`config.mk`:
```
export PLATFORM = sky130hd
export DESIGN_NAME = clk_en_gen
export DESIGN_NICKNAME = d
export VERILOG_FILES = /design/src/rtl/clk_en_gen.sv
export SDC_FILE = /design/constraint.sdc
export NUM_CORES = 1
export LEC_CHECK = 0
export ABC_CLOCK_PERIOD_IN_PS = 5000
export BUFFER_PORTS_ARGS = -buffer_cell sky130_fd_sc_hd__buf_4
export CAP_MARGIN = 30
export CORE_UTILIZATION = 56
export DETAILED_ROUTE_END_ITERATION = 7
export PLACE_DENSITY = 0.8
export SETUP_SLACK_MARGIN = 0.02
export SYNTH_ARGS = -nofsm -noshare
export SYNTH_HDL_FRONTEND = slang
export SYNTH_SLANG_ARGS = --single-unit
```
`constraint.sdc`:
```
create_clock -name clk25 -period 5 [get_ports clk25]
set_input_delay 1 -clock clk25 [delete_from_list [all_inputs] [get_ports clk25]]
set_output_delay 1 -clock clk25 [all_outputs]
set_load 0.1 [all_outputs]
```
`src/rtl/clk_en_gen.sv`:
```
// Multi-channel clock-enable generator: a run/stop/done sequencer bounded by a cycle budget,
// driving per-channel divide-by-D enable pulses and toggling half-rate strobes.
module clk_en_gen #(
    parameter int unsigned NUM_CH     = 4,
    parameter int unsigned DIV_W      = 16,
    parameter int unsigned CNT_W      = 32,
    parameter int unsigned RUN_CYCLES = 10000
) (
    input  logic                    clk25,
    input  logic                    reset_n,
    input  logic                    start,
    input  logic                    stop,
    input  logic [NUM_CH*DIV_W-1:0] div_cfg,
    input  logic                    cfg_load,
    output logic [NUM_CH-1:0]       ch_en,
    output logic [NUM_CH-1:0]       ch_clk,
    output logic                    running,
    output logic                    done,
    output logic [CNT_W-1:0]        cycle_cnt
);

    typedef enum logic [1:0] {
        ST_IDLE = 2'd0,
        ST_RUN  = 2'd1,
        ST_DONE = 2'd2
    } state_e;

    localparam bit               BOUNDED    = (RUN_CYCLES != 0);
    localparam logic [CNT_W-1:0] LAST_CYCLE = BOUNDED ? CNT_W'(RUN_CYCLES - 1) : '0;

    state_e                  state_q, state_d;
    logic [CNT_W-1:0]        cycle_cnt_q, cycle_cnt_d;
    logic                    running_q, running_d;
    logic                    done_q, done_d;
    logic [NUM_CH-1:0]       ch_en_q, ch_en_d;
    logic [NUM_CH-1:0]       ch_clk_q, ch_clk_d;
    logic [DIV_W-1:0]        act_q  [NUM_CH];
    logic [DIV_W-1:0]        act_d  [NUM_CH];
    logic [DIV_W-1:0]        pend_q [NUM_CH];
    logic [DIV_W-1:0]        pend_d [NUM_CH];
    logic [DIV_W-1:0]        cnt_q  [NUM_CH];
    logic [DIV_W-1:0]        cnt_d  [NUM_CH];
    logic                    enter_run;
    logic                    budget_end;

    // Next-state and next-output logic; ch_en is computed from the next counter so the
    // registered pulse lines up with the cycle in which the counter reads D-1.
    always_comb begin
        state_d     = state_q;
        cycle_cnt_d = cycle_cnt_q;
        running_d   = running_q;
        done_d      = done_q;
        ch_en_d     = '0;
        ch_clk_d    = ch_clk_q;
        for (int k = 0; k < NUM_CH; k++) begin
            act_d[k]  = act_q[k];
            pend_d[k] = pend_q[k];
            cnt_d[k]  = cnt_q[k];
        end

        enter_run  = start && !stop && (state_q != ST_RUN);
        budget_end = BOUNDED && (cycle_cnt_q == LAST_CYCLE);

        if (cfg_load) begin
            for (int k = 0; k < NUM_CH; k++) begin
                pend_d[k] = div_cfg[k*DIV_W +: DIV_W];
            end
        end

        if (stop) begin
            state_d   = ST_IDLE;
            running_d = 1'b0;
            done_d    = 1'b0;
            ch_clk_d  = '0;
        end else if (enter_run) begin
            state_d     = ST_RUN;
            cycle_cnt_d = '0;
            running_d   = 1'b1;
            done_d      = 1'b0;
            ch_clk_d    = '0;
            for (int k = 0; k < NUM_CH; k++) begin
                act_d[k]   = div_cfg[k*DIV_W +: DIV_W];
                pend_d[k]  = div_cfg[k*DIV_W +: DIV_W];
                cnt_d[k]   = '0;
                ch_en_d[k] = (div_cfg[k*DIV_W +: DIV_W] == DIV_W'(1));
            end
        end else if (state_q == ST_RUN) begin
            ch_clk_d    = ch_clk_q ^ ch_en_q;
            cycle_cnt_d = cycle_cnt_q + CNT_W'(1);
            if (budget_end) begin
                state_d   = ST_DONE;
                running_d = 1'b0;
                done_d    = 1'b1;
            end
            // A disabled channel or one at its wrap point is the only place a new divide is adopted.
            for (int k = 0; k < NUM_CH; k++) begin
                if (act_q[k] == '0) begin
                    act_d[k] = pend_q[k];
                    cnt_d[k] = '0;
                end else if (cnt_q[k] == act_q[k] - DIV_W'(1)) begin
                    act_d[k] = pend_q[k];
                    cnt_d[k] = '0;
                end else begin
                    cnt_d[k] = cnt_q[k] + DIV_W'(1);
                end
                ch_en_d[k] = !budget_end && (act_d[k] != '0) &&
                             (cnt_d[k] == act_d[k] - DIV_W'(1));
            end
        end
    end

    // State and output registers.
    always_ff @(posedge clk25 or negedge reset_n) begin
        if (!reset_n) begin
            state_q     <= ST_IDLE;
            cycle_cnt_q <= '0;
            running_q   <= 1'b0;
            done_q      <= 1'b0;
            ch_en_q     <= '0;
            ch_clk_q    <= '0;
            for (int k = 0; k < NUM_CH; k++) begin
                act_q[k]  <= '0;
                pend_q[k] <= '0;
                cnt_q[k]  <= '0;
            end
        end else begin
            state_q     <= state_d;
            cycle_cnt_q <= cycle_cnt_d;
            running_q   <= running_d;
            done_q      <= done_d;
            ch_en_q     <= ch_en_d;
            ch_clk_q    <= ch_clk_d;
            for (int k = 0; k < NUM_CH; k++) begin
                act_q[k]  <= act_d[k];
                pend_q[k] <= pend_d[k];
                cnt_q[k]  <= cnt_d[k];
            end
        end
    end

    assign ch_en     = ch_en_q;
    assign ch_clk    = ch_clk_q;
    assign running   = running_q;
    assign done      = done_q;
    assign cycle_cnt = cycle_cnt_q;

endmodule

```
Word level (Yosys, flattened, before mapping). Cells that the tools add are included.

Input bits: 69. Register bits: 236. Output and inout port bits: 42. Word-level logic and storage cells: 140.

Bitwise logic cells: 2. Add/sub/neg operators: 13. Muxes and demuxes: 67. Reduce and logical (&&, ||, !) cells: 25. Equal/unequal tests: 15.

Operator list (count): $mux W16 (40); $mux W64 (7); $eq A16 B16 Y1 (8); $sub A16 B1 Y16 const B (8); $add A16 B1 Y16 const B (4); $eq A16 B1 Y1 const B (4); $logic_not A16 Y1 (4); $mux W32 (2); $reduce_bool A16 Y1 (4); $add A32 B1 Y32 const B (1); $eq A32 B14 Y1 const B (1); $mux W4 (6); $logic_and A1 B1 Y1 (10); $mux W1 (8); $mux W2 (4); $reduce_bool A3 Y1 (2); $reduce_and A2 Y1 (2); $xor A4 B4 Y4 (1); $eq A2 B1 Y1 const B (1); $logic_not A1 Y1 (2); $ne A2 B1 Y1 const B (1); $reduce_bool A2 Y1 (1); $not A1 Y1 (1).

Longest topological paths before layout. Gate-level depths: netlist of run 1.

Depth in word-level cells: 13. Mapped depth: 24. Gate-level depth less buffers: 21.

Least setup slack after synthesis of run 1. Ideal clock, no wire load.

Path kind: reg-to-reg. Start point: register act_q[57] (netlist name). End point: register ch_en_q[0] (netlist: ch_en[0]). Library setup time: 0.092 ns. Clock period less this slack: 5.146 ns. Required time: 4.908 ns. Path slack: -0.146 ns. Data arrival time: 5.054 ns. Buffers on the path: 2. Cell stages (with the launch flop): 22. Path through: dfrtp_1 or4_4 or3_1 a211oi_2 o22ai_1 nor4_1 or2_1 buf_6 buf_2 nor2_1 a21oi_1 ha_1 nand3b_1 or3_1 nor3_1 xnor2_1 nand4_1 nor4_1 a21oi_1 or4_1 a2111o_1 o31ai_2.

Longest elaborated chain between the ends: 13. Elaborated cells on any way between the ends: 21. Those cells by class: add/sub (2); eq/ne (2); mux (13); reduce/logical (4).

RTL lines: start, declared (RTL line 37) `logic [DIV_W-1:0] act_q [NUM_CH];`; start signal, assigned by index (RTL line 134) `act_q[k] <= act_d[k];`; $sub A16 B1 Y16 (RTL line 100) `end else if (cnt_q[k] == act_q[k] - DIV_W'(1)) begin`; $eq A16 B16 Y1 (RTL line 100); $mux W16 (RTL line 100); $mux W16 (RTL line 97) `if (act_q[k] == '0) begin`; $mux W16 (RTL line 87) `end else if (state_q == ST_RUN) begin`; $mux W16 (RTL line 75) `end else if (enter_run) begin`; $mux W16 (RTL line 70) `if (stop) begin`; $sub A16 B1 Y16 / $reduce_bool A16 Y1 (equally long branches) (RTL line 107, 106); $eq A16 B16 Y1 / $logic_and A1 B1 Y1 (equally long branches) (RTL line 107, 106); $logic_and A1 B1 Y1 (*) (RTL line 106) `ch_en_d[k] = !budget_end && (act_d[k] != '0) &&`; $mux W4 (*) (RTL line 87); $mux W4 (*) (RTL line 75); $mux W4 (*) (RTL line 70); net ch_en_d[0] (RTL line 35) `logic [NUM_CH-1:0] ch_en_q, ch_en_d;`; end signal, assigned (RTL line 131) `ch_en_q <= ch_en_d;`; end, declared (RTL line 35).

Mark *: on every way through the listed nets, which the timed path passes. The rest lies on a longest branch. The select of a mux whose other input is x is not followed. A chain may end at the register's enable or synchronous reset.

Final worst setup path of run 1.
Start point: register act_q[52] (netlist name). End point: register ch_en_q[0] (netlist: ch_en[0]).

Same word-level chain as after synthesis.

==> impl_results.md, run 1 <==
- Fmax: between 0.2 and 0.25 GHz
- Worst R2R End: ch_en[0]
- Dpl hpwl: 38600 um
- Compound-Gate Fraction of Synth Area: 18.3%
- CP startpoint: act_q[52]
- IO Count: roughly 110
- Leading cell types by count after synthesis: dfrtp_1 (234), nand2_1 (207), o21ai_0 (175)
- CP max FO: 5
- Largest family of logic cells by synthesized area: simple AND/OR/NAND/NOR gates
- Startpoint type of the worst setup path: flip-flop
- Asr flop ratio synth: 100%
- Final WL: 54900 um
- Gp weighted congestion: ~0.98
- Slew HR: about a third
- Nets: between 2000 and 2500
- CP Capture Point: ch_en[0]
- Final instance area: just under 20000 um2
- Worst-path clk slew: 0.06 ns
- Area of the core: 29900 um2
- Total CTS buffers: 26
- Post-route DRC violation count: 0
- DRT Pass-1 Iters: 5
- Die Footprint: around 31000 um2
- Root Buffer: clkbuf_16
- Post-detailed-route via-to-cell ratio: ~6.5
- Post-synth top area share: about a third
- Die Span Y: 177 um
- Synth warn: 0
- Port buffer count: 110
- Final setup fails: 0
- H-Tree Depth: 1
- Average size of a mapped cell: 8.31 um2
- Sink Count: between 200 and 250
- Worst EP required: approximately 5.5 ns
- Worst skew pair latency: 0.56 ns
- Fin. max-slew vios: 0
- Synth cell types: 89
- Largest net degree at the start of global routing: around 120
- Post-synthesis adder-cell area fraction: 1.53%
- Net Sw Frac: around a third
- Vias in the first global route: between 15000 and 20000
- Maxcap violations: 0
- R2R depth: 19
- Layout area overhead: 15.3%
- Fraction of the mapped netlist area in simple logic gates: 24.3%
- Die Wd: between 150 and 200 um
- Finished Core Util: about 66%
- Layout cells sized above 1: 17.4%
- Multiplexer share of the synthesized area: 6.85%
- WL per Instance: about 21 um
- RSZ-0062 raised after global routing: yes
- Post-synthesis xor/xnor area fraction: around 11%
- Cell area after synthesis: 17100 um2
- Comb power frac: ~30%
- FF-to-FF setup slack: 0.10 ns
- CTS tree: done
- Initial Util: between 50% and 60%
- Net switching power: 2.19 mW
- Final Cycle Share: 98.0%
- Final Hold Viols: 0
- Worst-margin pin slew: roughly 1.0 ns
- Overflow after GRT: 0
- Remaining antenna violation count: 0
- Worst hold start: pend_q[63]
- # hold bufs at CTS: 0
- Initial drt markers: 1608
- Leakage: between 8 and 9 nW
- Worst EP arrival: around 5.4 ns
- Post-synth EDFFs: 0
- Row Count: 63
- Post-synth top flop: dfrtp_1
- Syn Nets: around 2200
- Post-DP Area: 18600 um2
- Cell Pwr Density: between 300 and 400 nW/um2
- Via Count: 16800
- Initial antenna violation count: 1
- Clk network pwr share: between 30 and 40%
- Biggest area consumer among synthesized cells: dfrtp_1
- Class of the worst hold path: reg -> reg
- Cell count after synthesis: between 2000 and 2500
- Endpoint kind of the worst setup timing path: flip-flop
- Seq pwr share: a little over a third
- Setup Skew: about 0.022 ns
- Path type of the worst setup path: reg -> reg
- Pwr Total: roughly 6.3 mW
- Outcome: completed
- Reg-to-Reg Start: act_q[52]
- Most frequent cell after synthesis: dfrtp_1
- Seq/Total Area, Yosys: between 30% and 40%
- Worst ir drop on vdd: 0.286 mV
- Main area contributors after synthesis: dfrtp_1 (34%), xnor2_1 (6.1%), o21ai_0 (5.1%), mux2_2 (4.8%), xor2_1 (4.7%)
- Global-route wire length before repair: around 88000 um
- Synth Register Bits: between 200 and 250
- GRT Overall Usage: 35.2%
- Final Critical Period: slightly below 5 ns
- Int Pwr: roughly 4.2 mW
- Max Root-Sink Buffers: 3
## cell families after synthesis
| kind of cell | count (synthesis) |
|---|---|
| and+or+nand+nor | 816 |
| muxes | 108 |
| adders and majority gates | 21 |
| DFF | 234 |
| buffers and inverters | 161 |
| AOI/OAI and AO/OA | 509 |
| xor gates and xnor gates | 213 |
## routing by layer
| layer | track usage [%] | part of all wire [%] | vias up |
|---|---|---|---|
| met5 | 0 | 0 | - |
| met4 | 13.4 | 3.7 | 0 |
| met2 | 57.7 | 47 | 785 |
| met1 | 47.6 | 42 | 8184 |
| met3 | 4.27 | 7.0 | 144 |
| li1 | - | - | 7684 |
## cells in the final DEF (no fill, tap or decap), types with 6 or more instances in the layout
cell       count
and3_1        61
xor2_1        91
o21ai_1        6
nor4_1        42
a211oi_1      10
a31oi_1       21
nand4_1       28
and2_1        11
xnor2_1      120
nor4b_1       11
o22ai_1       13
clkbuf_8       6
buf_4        199
mux2i_1       34
or2_2          6
nor3_1        69
nor2_1       168
ha_1          19
o31ai_1       39
nor3b_1       10
or4_1         15
mux2_2        73
or3_1         28
inv_1         25
nand2_1      207
nand3b_1       7
nand3_1       70
and4_1         9
o41ai_1        7
o211ai_1       8
clkbuf_16     26
a21oi_1      141
o22a_1        15
dfrtp_1      233
nor2b_1        7
o21ai_0      175
nand2b_1      24
## through the flow
step                      setup WS (ns)  setup TNS [ns]  instances  hold WS [ns]
final                             0.102               0       2570         0.515
after global routing             -0.190          -0.190       2569         0.526
after CTS                        0.0660               0       2561         0.512
after detailed placement        -0.0301         -0.0301       2513         0.498
after global placement            0.118               0       2512         0.492
after floorplan                  0.0313               0       2062         0.471
## worst min-delay path by stage
stage	end	slack (ns)	depth (start not counted)
after global routing	pend_q[63]	0.53	1
after global placement	pend_q[63]	0.49	1
final	pend_q[63]	0.52	1
after CTS	pend_q[63]	0.51	1
after detailed placement	pend_q[63]	0.50	1
after floorplan	cnt_q[31]	0.47	1
## power groups by stage
| stage | logic (mW) | registers, mW | clock network, mW |
|---|---|---|---|
| floorplan | 1.26 | 2.29 | 0 |
| global placement | 1.83 | 2.31 | 0 |
| detailed placement | 1.86 | 2.32 | 0 |
| CTS | 1.88 | 2.29 | 2.13 |
| global route | 2.09 | 2.32 | 2.20 |
| finish | 1.93 | 2.30 | 2.11 |
## repair_timing
action                                  CTS  global route
endpoints found under the hold margin     0             0
pin swaps                                 4            11
gates resized for setup                   1            13
setup buffers                             1             6
endpoints found under the setup margin    1             3
## worst max-delay path, stage by stage (launching register included)
cell and delay, ns:
dfrtp_2 0.44, or4_4 0.60, o41ai_4 0.33, o311a_1 0.23, o2111ai_2 0.12, nor4_4 0.33
or2_4 0.20, nor2_1 0.05, a21oi_2 0.13, ha_2 0.22, nand3b_1 0.12, or3_4 0.37
nor3_4 0.12, xnor2_1 0.13, nand4_1 0.14, nor4_2 0.24, a21oi_1 0.06, or4_1 0.41
a2111o_1 0.37, o31ai_2 0.18
## sequential cells by signal, indices dropped and copies added (netlist names)
register	flops
pend_q	64
ch_clk	4
state_q	2
cnt_q	64
ch_en	4
cycle_cnt	32
act_q	64
## cell type report
type / count / area, um2
sequential: 234 / 5860
tap: 390 / 488
clock buffer: 35 / 744
inverter: 27 / 105
timing repair buffer: 204 / 1590
clock inverter: 12 / 199
fill: 2452 / 10100
antenna: 1 / 2.50
multi-input combinational: 1667 / 10800
(Power assumes the default switching activity.)
==> inputs of run 2 (changes only) <==
--- a/config.mk
+++ b/config.mk
@@ -5,10 +5,11 @@
 export SDC_FILE = /design/constraint.sdc
 export NUM_CORES = 1
 export LEC_CHECK = 0
-export ABC_CLOCK_PERIOD_IN_PS = 5000
+export ABC_CLOCK_PERIOD_IN_PS = 4500
 export BUFFER_PORTS_ARGS = -buffer_cell sky130_fd_sc_hd__buf_4
 export CAP_MARGIN = 30
 export CORE_UTILIZATION = 56
+export CTS_CLUSTER_DIAMETER = 80
 export DETAILED_ROUTE_END_ITERATION = 7
 export PLACE_DENSITY = 0.8
 export SETUP_SLACK_MARGIN = 0.02
==> constraint.sdc (replaced) <==
create_clock -name clk25 -period 4.5 [get_ports clk25]
set_input_delay 0.9 -clock clk25 [delete_from_list [all_inputs] [get_ports clk25]]
set_output_delay 0.9 -clock clk25 [all_outputs]
set_load 0.1 [all_outputs]
==> impl_results.md, run 2 (synthesized netlist as in run 1, its figures left out) <==
- Outcome: complete, but fails checks (was completed)
- Violated checks: negative setup slack
- Overflow after GRT: 0 (unchanged)
- GRT Overall Usage: 34.9% (was 35.2%)
- CP startpoint: act_q[50] (was act_q[52])
- R2R depth: 21 (was 19)
- Worst R2R End: ch_en[0] (unchanged)
- RSZ-0062 raised after global routing: yes (unchanged)
- Gp weighted congestion: 1.01 (was 0.978)
- Dpl hpwl: 38900 um (was 38600 um)
- Path type of the worst setup path: reg -> reg (unchanged)
- Fmax: 0.215 GHz (was 0.204 GHz)
- # hold bufs at CTS: 0 (unchanged)
- Initial antenna violation count: 0 (was 1)
- Max Root-Sink Buffers: 3 (unchanged)
- DRT Pass-1 Iters: 7 (was 5)
- Worst-path clk slew: 0.06 ns (about the same)
- Die Span Y: 177 um (unchanged)
- Total CTS buffers: 27 (was 26)
- Worst EP required: 4.97 ns (was 5.46 ns)
- Leakage: 8.65 nW (was 8.11 nW)
- Via Count: 17100 (was 16800)
- Most frequent cells in the layout: buf_4 (304), dfrtp_1 (230), nand2_1 (207) (was dfrtp_1 (233), nand2_1 (207), buf_4 (199))
- Worst-margin pin slew: 0.984 ns (was 1.00 ns)
- Crit path max-delay family: simple AND/OR/NAND/NOR gates (unchanged)
- Cell Pwr Density: 352 nW/um2 (was 321 nW/um2)
- Slowest stage delay, CP: 0.49 ns (was 0.60 ns)
- Final instance area: 20800 um2 (was 19700 um2)
- CTS tree: done (unchanged)
- Largest regs: act_q: 64 flops, cnt_q: 64 flops, pend_q: 64 flops (unchanged)
- Slew HR: 34.4% (was 33.1%)
- Antenna Cells: 0 (was 1)
- Remaining antenna violation count: 0 (unchanged)
- Post-route DRC violation count: 0 (unchanged)
- Cell count after placement: 2607 (was 2513)
- Endpoint kind of the worst setup timing path: flip-flop (unchanged)
- Initial Util: 57.3% (unchanged)
- H-Tree Depth: 1 (unchanged)
- Layout area overhead: 21.5% (was 15.3%)
- Post-DP Area: 19500 um2 (was 18600 um2)
- Final setup fails: 1 (was 0)
- CP cell instances: buf_4 > nor4_4 > buf_4 > nand2_1 > or4_1 > o211ai_2 > nor4_4 > or2_4 > buf_8 > a21oi_4 > ha_4 > nand3b_1 > or3_4 > buf_4 > nor3_2 > xor2_1 > nor4_2 > a21oi_1 > or4_1 > a2111o_1 > o31ai_2 (was or4_4 > o41ai_4 > o311a_1 > o2111ai_2 > nor4_4 > or2_4 > nor2_1 > a21oi_2 > ha_2 > nand3b_1 > or3_4 > nor3_4 > xnor2_1 > nand4_1 > nor4_2 > a21oi_1 > or4_1 > a2111o_1 > o31ai_2)
- Port buffer count: 110 (unchanged)
- IO Count: 111 (unchanged)
- Initial drt markers: 1491 (was 1608)
- Worst slack, placed: -0.492 ns (was -0.0301 ns)
- Final WL: 54600 um (was 54900 um)
- Worst EP arrival: 5.11 ns (was 5.35 ns)
- Maxcap violations: 0 (unchanged)
- Nets: 2356 (was 2250)
- Root Buffer: clkbuf_16 (unchanged)
- Final Cycle Share: 103% (was 98.0%)
- WP buf/inv: 4 (was 0)
- Commonest non-fill, non-tap cell in the layout: buf_4 (was dfrtp_1)
- Setup Skew: 0.0250 ns (was 0.0218 ns)
- Worst ir drop on vdd: 0.358 mV (was 0.286 mV)
- Reg-to-Reg Start: act_q[50] (was act_q[52])
- CP max FO: 21 (was 5)
- Final worst slack: -0.141 ns (was 0.102 ns)
- WL per Instance: 20.4 um (was 21.4 um)
- Startpoint type of the worst setup path: flip-flop (unchanged)
- Crit path top cell by count: buf_4
- Layout cells sized above 1: 23.2% (was 17.4%)
- Final Critical Period: 4.64 ns (was 4.90 ns)
- FF-to-FF setup slack: -0.14 ns (was 0.10 ns)
- Crit path max-delay cell type: or4_1 (was or4_4)
- Final Hold Viols: 0 (unchanged)
- Row Count: 63 (unchanged)
- Vias in the first global route: 16600 (was 16000)
- Worst skew pair latency: 0.57 ns (was 0.56 ns)
- Die Footprint: 31300 um2 (unchanged)
- Global-route wire length before repair: 87300 um (was 87500 um)
- Class of the worst hold path: in -> async (was reg -> reg)
- Layout Cells excl Fill: 2677 (was 2570)
- Die Wd: 177 um (unchanged)
- Sink Count: 234 (unchanged)
- Fin. max-slew vios: 0 (unchanged)
- Area of the core: 29900 um2 (unchanged)
- Post-detailed-route via-to-cell ratio: 6.37 (was 6.54)
- Setup TNS: -0.141 ns (was 0 ns)
- Largest net degree at the start of global routing: 103 (was 122)
-- run 2: cell types whose count changed in the layout (fill, tap and decap cells not counted), moves of 4 or more --
cell	change
buf_4	+105
ha_1	-4
nor3_1	-6
nor3_2	+5
nor4b_1	-4
-- run 2: worst reg2reg max path, delay by kind of cell, from the launching register on --
kind | cells | cell delay [ns]
xor+xnor | 1 | 0.10
fa+ha+maj | 1 | 0.16
flops | 1 | 0.40
buf+inv | 4 | 0.67
simple gates | 10 | 2.38
compound gates | 5 | 0.87
-- run 2: per-layer routing --
layer	GRT usage (%)	share of wire (%)
met3	4.57	7.8
met5	0	0
met4	14.5	4.1
met2	56.5	46
met1	47.0	42
-- run 2: where the power goes --
group | switching [mW] | internal [mW]
logic | 1.35 | 1.07
clock network | 0.949 | 1.41
registers | 0.256 | 2.28
-- run 2: stage by stage --
stage | hold WS [ns] | util, % | total power, mW
floorplan | 0.471 | - | 3.98
global placement | 0.487 | 65.2 | 4.78
detailed placement | 0.496 | 65.2 | 4.84
CTS | 0.405 | 69.0 | 7.24
global route | 0.443 | 69.7 | 7.63
finish | 0.367 | 69.7 | 7.32
-- run 2: worst max path at each step --
stage,endpoint,slack [ns],cells past startpoint
2_1_floorplan,ch_en[0],-0.46,23
3_3_place_gp,ch_en[0],-0.36,19
3_5_place_dp,ch_en[0],-0.49,19
4_1_cts,ch_en[0],-0.14,20
5_1_grt,ch_en[0],-0.44,22
6_report,ch_en[0],-0.14,21
-- run 2: repair_timing --
item                       in CTS  in global routing
setup buffers                  15                  6
setup endpoints to repair       3                  4
resized for setup              18                 32
pin swaps                       9                 25
-- run 2: area by class of cell --
cell class / instances / area, um2
fillers: 2344 / 9060
clock inverters: 17 / 219
inverters: 27 / 101
flip-flops and latches: 234 / 5860
repair buffers: 309 / 2360
well taps: 390 / 488
multi-input cells: 1667 / 11000
clock buffers: 33 / 738
